### config.mk
export PLATFORM = sky130hd
export DESIGN_NAME = regfile_sb_flat
export DESIGN_NICKNAME = d
export VERILOG_FILES = /design/src/rtl/regfile_sb_if.sv /design/src/rtl/regfile_sb.sv /design/src/flat_wrapper.sv
export SDC_FILE = /design/constraint.sdc
export NUM_CORES = 2
export LEC_CHECK = 0
export CORE_MARGIN = 2
export CORE_UTILIZATION = 40
export DETAILED_ROUTE_END_ITERATION = 6
export PLACE_DENSITY_LB_ADDON = 0.2
export SLEW_MARGIN = 20
export SYNTH_ARGS = -nofsm -noshare
export SYNTH_HDL_FRONTEND = slang
export SYNTH_SLANG_ARGS = --single-unit
### constraint.sdc
create_clock -name clk_i -period 3.5 [get_ports clk_i]
set_clock_uncertainty 0.05 [all_clocks]
set_input_delay 0.875 -clock clk_i [delete_from_list [all_inputs] [get_ports clk_i]]
set_output_delay 0.875 -clock clk_i [all_outputs]
set_load 0.005 [all_outputs]
### src/rtl/regfile_sb_if.sv
// Bus bundle for regfile_sb: writeback, issue reservation, flush and N read ports.
// Signal names follow the register-file port list so bench and design read alike.
interface regfile_sb_if #(
  parameter int XLEN  = 32,
  parameter int NREGS = 32,
  parameter int NRD   = 2,
  parameter int AW    = $clog2(NREGS)
);
  logic                  wen_i;
  logic [AW-1:0]         rd_idx_i;
  logic [XLEN-1:0]       rd_data_i;
  logic                  reserve_i;
  logic [AW-1:0]         reserve_idx_i;
  logic                  flush_i;
  logic [NRD*AW-1:0]     rs_idx_i;
  logic [NRD*XLEN-1:0]   rs_data_o;
  logic [NRD-1:0]        rs_busy_o;
  logic [NREGS-1:0]      busy_o;

  modport master (
    output wen_i, rd_idx_i, rd_data_i, reserve_i, reserve_idx_i, flush_i, rs_idx_i,
    input  rs_data_o, rs_busy_o, busy_o
  );

  modport slave (
    input  wen_i, rd_idx_i, rd_data_i, reserve_i, reserve_idx_i, flush_i, rs_idx_i,
    output rs_data_o, rs_busy_o, busy_o
  );
endinterface

### src/rtl/regfile_sb.sv
// Multi-read-port integer register file with per-register busy scoreboard
// and optional same-cycle write-to-read forwarding.
module regfile_sb #(
  parameter int XLEN     = 32,
  parameter int NREGS    = 32,
  parameter int NRD      = 2,
  parameter int ZERO_REG = 1,
  parameter int BYPASS   = 1,
  parameter int AW       = $clog2(NREGS)
) (
  input  logic        clk_i,
  input  logic        reset_i,
  regfile_sb_if.slave bus
);

  localparam logic ZR_EN = (ZERO_REG != 0);
  localparam logic BP_EN = (BYPASS != 0);

  logic [XLEN-1:0]     regs_r [NREGS];
  logic [NREGS-1:0]    busy_r;
  logic [NREGS-1:0]    busy_nxt_s;
  logic                wr_ok_s;
  logic                res_ok_s;
  logic [AW-1:0]       ridx_s;
  logic                zero_hit_s;
  logic                byp_hit_s;
  logic [NRD*XLEN-1:0] rs_data_s;
  logic [NRD-1:0]      rs_busy_s;

  assign wr_ok_s  = bus.wen_i && !(ZR_EN && (bus.rd_idx_i == {AW{1'b0}}));
  assign res_ok_s = bus.reserve_i && !(ZR_EN && (bus.reserve_idx_i == {AW{1'b0}}));

  // Register array storage; x0 writes are already filtered by wr_ok_s.
  always_ff @(posedge clk_i or negedge reset_i) begin
    if (!reset_i) begin
      for (int i = 0; i < NREGS; i++) begin
        regs_r[i] <= {XLEN{1'b0}};
      end
    end else if (wr_ok_s) begin
      regs_r[bus.rd_idx_i] <= bus.rd_data_i;
    end
  end

  // Scoreboard next state: flush dominates, then write-release, then reserve.
  always_comb begin
    busy_nxt_s = busy_r;
    if (bus.flush_i) begin
      busy_nxt_s = {NREGS{1'b0}};
    end else begin
      if (wr_ok_s) begin
        busy_nxt_s[bus.rd_idx_i] = 1'b0;
      end else begin
        busy_nxt_s = busy_nxt_s;
      end
      if (res_ok_s) begin
        busy_nxt_s[bus.reserve_idx_i] = 1'b1;
      end else begin
        busy_nxt_s = busy_nxt_s;
      end
    end
  end

  // Scoreboard state register.
  always_ff @(posedge clk_i or negedge reset_i) begin
    if (!reset_i) begin
      busy_r <= {NREGS{1'b0}};
    end else begin
      busy_r <= busy_nxt_s;
    end
  end

  // Read ports: the forwarded value also clears busy since the data is here now.
  always_comb begin
    rs_data_s  = {(NRD*XLEN){1'b0}};
    rs_busy_s  = {NRD{1'b0}};
    ridx_s     = {AW{1'b0}};
    zero_hit_s = 1'b0;
    byp_hit_s  = 1'b0;
    for (int k = 0; k < NRD; k++) begin
      ridx_s     = bus.rs_idx_i[k*AW +: AW];
      zero_hit_s = ZR_EN && (ridx_s == {AW{1'b0}});
      byp_hit_s  = BP_EN && wr_ok_s && (bus.rd_idx_i == ridx_s);
      if (!reset_i || zero_hit_s) begin
        rs_data_s[k*XLEN +: XLEN] = {XLEN{1'b0}};
        rs_busy_s[k]              = 1'b0;
      end else if (byp_hit_s) begin
        rs_data_s[k*XLEN +: XLEN] = bus.rd_data_i;
        rs_busy_s[k]              = 1'b0;
      end else begin
        rs_data_s[k*XLEN +: XLEN] = regs_r[ridx_s];
        rs_busy_s[k]              = busy_r[ridx_s];
      end
    end
  end

  assign bus.rs_data_o = rs_data_s;
  assign bus.rs_busy_o = rs_busy_s;
  assign bus.busy_o    = busy_r;

endmodule

### src/flat_wrapper.sv
// flat-port wrapper written by rule: the top's interface ports become plain ports
module regfile_sb_flat 
#(
  parameter int XLEN     = 32,
  parameter int NREGS    = 32,
  parameter int NRD      = 2,
  parameter int ZERO_REG = 1,
  parameter int BYPASS   = 1,
  parameter int AW       = $clog2(NREGS)
)
  (clk_i, reset_i, bus_wen_i, bus_rd_idx_i, bus_rd_data_i, bus_reserve_i, bus_reserve_idx_i, bus_flush_i, bus_rs_idx_i, bus_rs_data_o, bus_rs_busy_o, bus_busy_o);
  regfile_sb_if #(.XLEN(XLEN), .NREGS(NREGS), .NRD(NRD), .AW(AW)) bus_i ();
  input  logic clk_i;
  input  logic reset_i;
  input wire logic [$bits(bus_i.wen_i)-1:0] bus_wen_i;
  input wire logic [$bits(bus_i.rd_idx_i)-1:0] bus_rd_idx_i;
  input wire logic [$bits(bus_i.rd_data_i)-1:0] bus_rd_data_i;
  input wire logic [$bits(bus_i.reserve_i)-1:0] bus_reserve_i;
  input wire logic [$bits(bus_i.reserve_idx_i)-1:0] bus_reserve_idx_i;
  input wire logic [$bits(bus_i.flush_i)-1:0] bus_flush_i;
  input wire logic [$bits(bus_i.rs_idx_i)-1:0] bus_rs_idx_i;
  output wire logic [$bits(bus_i.rs_data_o)-1:0] bus_rs_data_o;
  output wire logic [$bits(bus_i.rs_busy_o)-1:0] bus_rs_busy_o;
  output wire logic [$bits(bus_i.busy_o)-1:0] bus_busy_o;
  assign bus_i.wen_i = bus_wen_i;
  assign bus_i.rd_idx_i = bus_rd_idx_i;
  assign bus_i.rd_data_i = bus_rd_data_i;
  assign bus_i.reserve_i = bus_reserve_i;
  assign bus_i.reserve_idx_i = bus_reserve_idx_i;
  assign bus_i.flush_i = bus_flush_i;
  assign bus_i.rs_idx_i = bus_rs_idx_i;
  assign bus_rs_data_o = bus_i.rs_data_o;
  assign bus_rs_busy_o = bus_i.rs_busy_o;
  assign bus_busy_o = bus_i.busy_o;
  regfile_sb #(.XLEN(XLEN), .NREGS(NREGS), .NRD(NRD), .ZERO_REG(ZERO_REG), .BYPASS(BYPASS), .AW(AW)) u_core (.clk_i(clk_i), .reset_i(reset_i), .bus(bus_i));
endmodule
==> metrics.yaml <==
outcome: "complete, but fails checks"
violations: "negative setup slack"
period_share_pct: 110
design_area_um2: 71900
ant_nets: 0
holdBufCountCts: 0
swShare_pct: 27.6
antenna_found_initial: 2
placed_cell_area_um2: 64900
cellLeakagePower_nw: 32.0
drc: 0
yosysWarnings: 0
avgRoutedWirePerCell_um: 32.2
cap_violations: 0
die_w_um: 381
grt_pass1_vias: 40400
pwr-share-comb_pct: 21.8
layout.nets: 4415
grt_max_degree: 171
area_growth_pct: 26.4
seqPwrFrac_pct: 43.2
cts-root-buf: "clkbuf_16"
track_usage_pct: 27.9
synth_edf_count: 0
p_per_area_nw_per_um2: 518
worst_pin_slew_ns: 1.02
dp_hpwl_um: 128000
cp_num_buf_inv: 6
synth_nets: 3923
cpMostUsedCell: "buf_12"
min_period_ns: 3.83
vias: 39400
syn_avg_cell_area_um2: 14.7
fmax_ghz: 0.261
async_flop_share_pct: 100
hold_class: "in -> async"
dr.first_iter.drc_count: 3578
start_util_pct: 40.2
layout-drive-gt1-share_pct: 52.0
cts_max_level: 3
gp_congestion: 0.841
crit_path_start_kind: "input pin"
synthDistinctLibCells: 53
clockBufferDepth: 3
grt_pass1_wl_um: 295000
synth_ff_type: "dfrtp_1"
p_int_mw: 27.0
crit_path_end_kind: "primary output"
maxSlewHeadroom_pct: 31.9
port_buffers: 154
netlist_top_cells_area: "dfrtp_1 (46%), mux4_2 (18%), mux2_2 (14%)"
drv_slew: 0
grt_setup_unrepaired: "true"
worstPathArrival_ns: 2.91
final_cell_mix: "dfrtp_1 (1056), mux2_2 (712), mux4_2 (464)"
setup_ws_ns: -0.335
critPathSlowestCell: "or4_4"
num_rows: 138
pwr-share-clk_pct: 35.0
synth_area_um2: 56900
hold_viol: 0
layout_commonest_cell: "dfrtp_1"
clk_pin_slew_ns: 0.07
synth_top_area_cell: "dfrtp_1"
core-area_um2: 141000
fp.dieH_um: 381
dieArea_um2: 145000
required_ns: 2.57
synth-seq-cells: 1056
max_stage_delay_ns: 0.51
crit_path_cell_trace: "buf_12 -> buf_12 -> or4_4 -> o211a_1 -> o21ai_4 -> buf_12 -> buf_12 -> buf_12 -> a211oi_2 -> a211o_1 -> buf_2"
clkLatencyLatePin_ns: 0.72
crit_family: "buffers and inverters"
post-place-ws_ns: -1.22
numCtsBuffers: 119
synth_cells: 3866
ys_seq_area_share_pct: 46.5
setup_viol: 65
ir_drop_uv: 413
power.total_mw: 37.2
synth_top_cell_area_share_pct: 46.5
firstDrtPassIters: 6
switching_power_mw: 10.3
wirelength_um: 204000
overflow: 0
io_pins: 155
worstSetupPathType: "in -> out"
avgViaCountPerCell: 6.20
path_max_fanout: 6
cts.sinks: 1056
cts_tree: "done"
==> layout make-up <==
type	count	area, µm²
clock inverter	36	450
sequential	1056	26400
inverter	5	23.8
tap	1890	2360
multi-input combinational	2354	29500
fill	12000	69500
clock buffer	183	3610
antenna	2	5.00
timing repair buffer	822	9490
==> what timing repair did <==
item | in CTS | in global routing
gates resized for setup | 525 | 96
endpoints found under the hold margin | 0 | 0
pin swaps | 113 | 54
buffers inserted | 99 | 30
endpoints found under the setup margin | 66 | 66
gates cloned | 21 | 4
==> power by group through the flow <==
| stage | registers (mW) | logic, mW | clock network, mW |
|---|---|---|---|
| detailed placement | 16.2 | 7.56 | 0 |
| global route | 16.4 | 8.61 | 13.8 |
| CTS | 16.0 | 7.98 | 13.3 |
| finish | 16.1 | 8.10 | 13.0 |
| global placement | 16.1 | 7.46 | 0 |
| floorplan | 15.7 | 5.20 | 0 |
==> state kept, by name, indices dropped and copies added, names as in the netlist <==
signal,cells
u_core.bus.busy_o,32
u_core.regs_r,1024
==> path summary, 6_finish.rpt <==
| path | start | endpoint | slack [ns] | cells past startpoint |
|---|---|---|---|---|
| hold / removal | reset_i | u_core.regs_r[701]$_DFFE_PN0P_ | 0.15 | 2 |
| min in group clk_i | u_core.regs_r[995]$_DFFE_PN0P_ | u_core.regs_r[995]$_DFFE_PN0P_ | 0.35 | 0 |
| setup reg to reg | u_core.regs_r[118]$_DFFE_PN0P_ | u_core.regs_r[118]$_DFFE_PN0P_ | 2.61 | 1 |
| hold reg to reg | u_core.regs_r[995]$_DFFE_PN0P_ | u_core.regs_r[995]$_DFFE_PN0P_ | 0.35 | 0 |
| setup / recovery | bus_rs_idx_i[2] | bus_rs_data_o[1] | -0.33 | 11 |
| max in group asynchronous | reset_i | u_core.regs_r[1000]$_DFFE_PN0P_ | 1.25 | 4 |
==> stage by stage <==
step | utilization [%] | setup TNS, ns | std cells | hold WS [ns]
after global placement | 45.9 | -70.66 | 5991 | 0.327
final | 50.8 | -14.10 | 6348 | 0.148
after CTS | 50.4 | -15.18 | 6323 | 0.0985
after global routing | 50.8 | -17.21 | 6347 | 0.137
after detailed placement | 45.9 | -71.62 | 5991 | 0.333
after floorplan | - | 0 | 3866 | 0.391
==> cell families (layout without fill, tap and decap cells) <==
| kind of cell | after synthesis | count (layout) | synth area share [%] |
|---|---|---|---|
| AND/OR/NAND/NOR | 230 | 230 | 1.98 |
| flip-flops | 1056 | 1056 | 46.5 |
| XOR/XNOR | 10 | 10 | 0.154 |
| multiplexers | 1678 | 1678 | 41.9 |
| buffers and inverters | 456 | 1046 | 3.65 |
| AO/OA/AOI/OAI | 436 | 436 | 5.83 |
| other | 0 | 2 | 0 |
==> synth_stat cells, types with 3 or more instances <==
| cell type | n |
|---|---|
| a22oi_1 | 83 |
| mux2i_1 | 221 |
| and3b_1 | 4 |
| nand2_1 | 94 |
| xnor2_1 | 7 |
| dfrtp_1 | 1056 |
| buf_2 | 119 |
| nor3b_1 | 4 |
| or4_1 | 3 |
| o22ai_1 | 45 |
| buf_1 | 37 |
| mux4_2 | 464 |
| nand3_1 | 6 |
| a21oi_1 | 41 |
| and3_1 | 8 |
| a211oi_1 | 64 |
| a311oi_1 | 28 |
| and2_1 | 41 |
| nor3_1 | 8 |
| clkbuf_1 | 247 |
| o21bai_1 | 31 |
| a211o_1 | 32 |
| nor2_1 | 37 |
| mux2_2 | 712 |
| nand2b_1 | 8 |
| mux2_1 | 281 |
| buf_4 | 38 |
| xor2_1 | 3 |
| buf_6 | 9 |
| o21ai_0 | 3 |
| a221oi_1 | 66 |
| nor2b_1 | 8 |
| a22o_1 | 31 |
==> per-layer routing <==
| layer | track usage [%] | vias to the layer above | part of all wire, % |
|---|---|---|---|
| met5 | 0 | - | 0.0044 |
| li1 | - | 16100 | - |
| met1 | 38.9 | 21500 | 43 |
| met2 | 43.9 | 1467 | 47 |
| met3 | 5.09 | 318 | 6.7 |
| met4 | 9.55 | 2 | 3.3 |
Power figures use the tool's default switching activity.
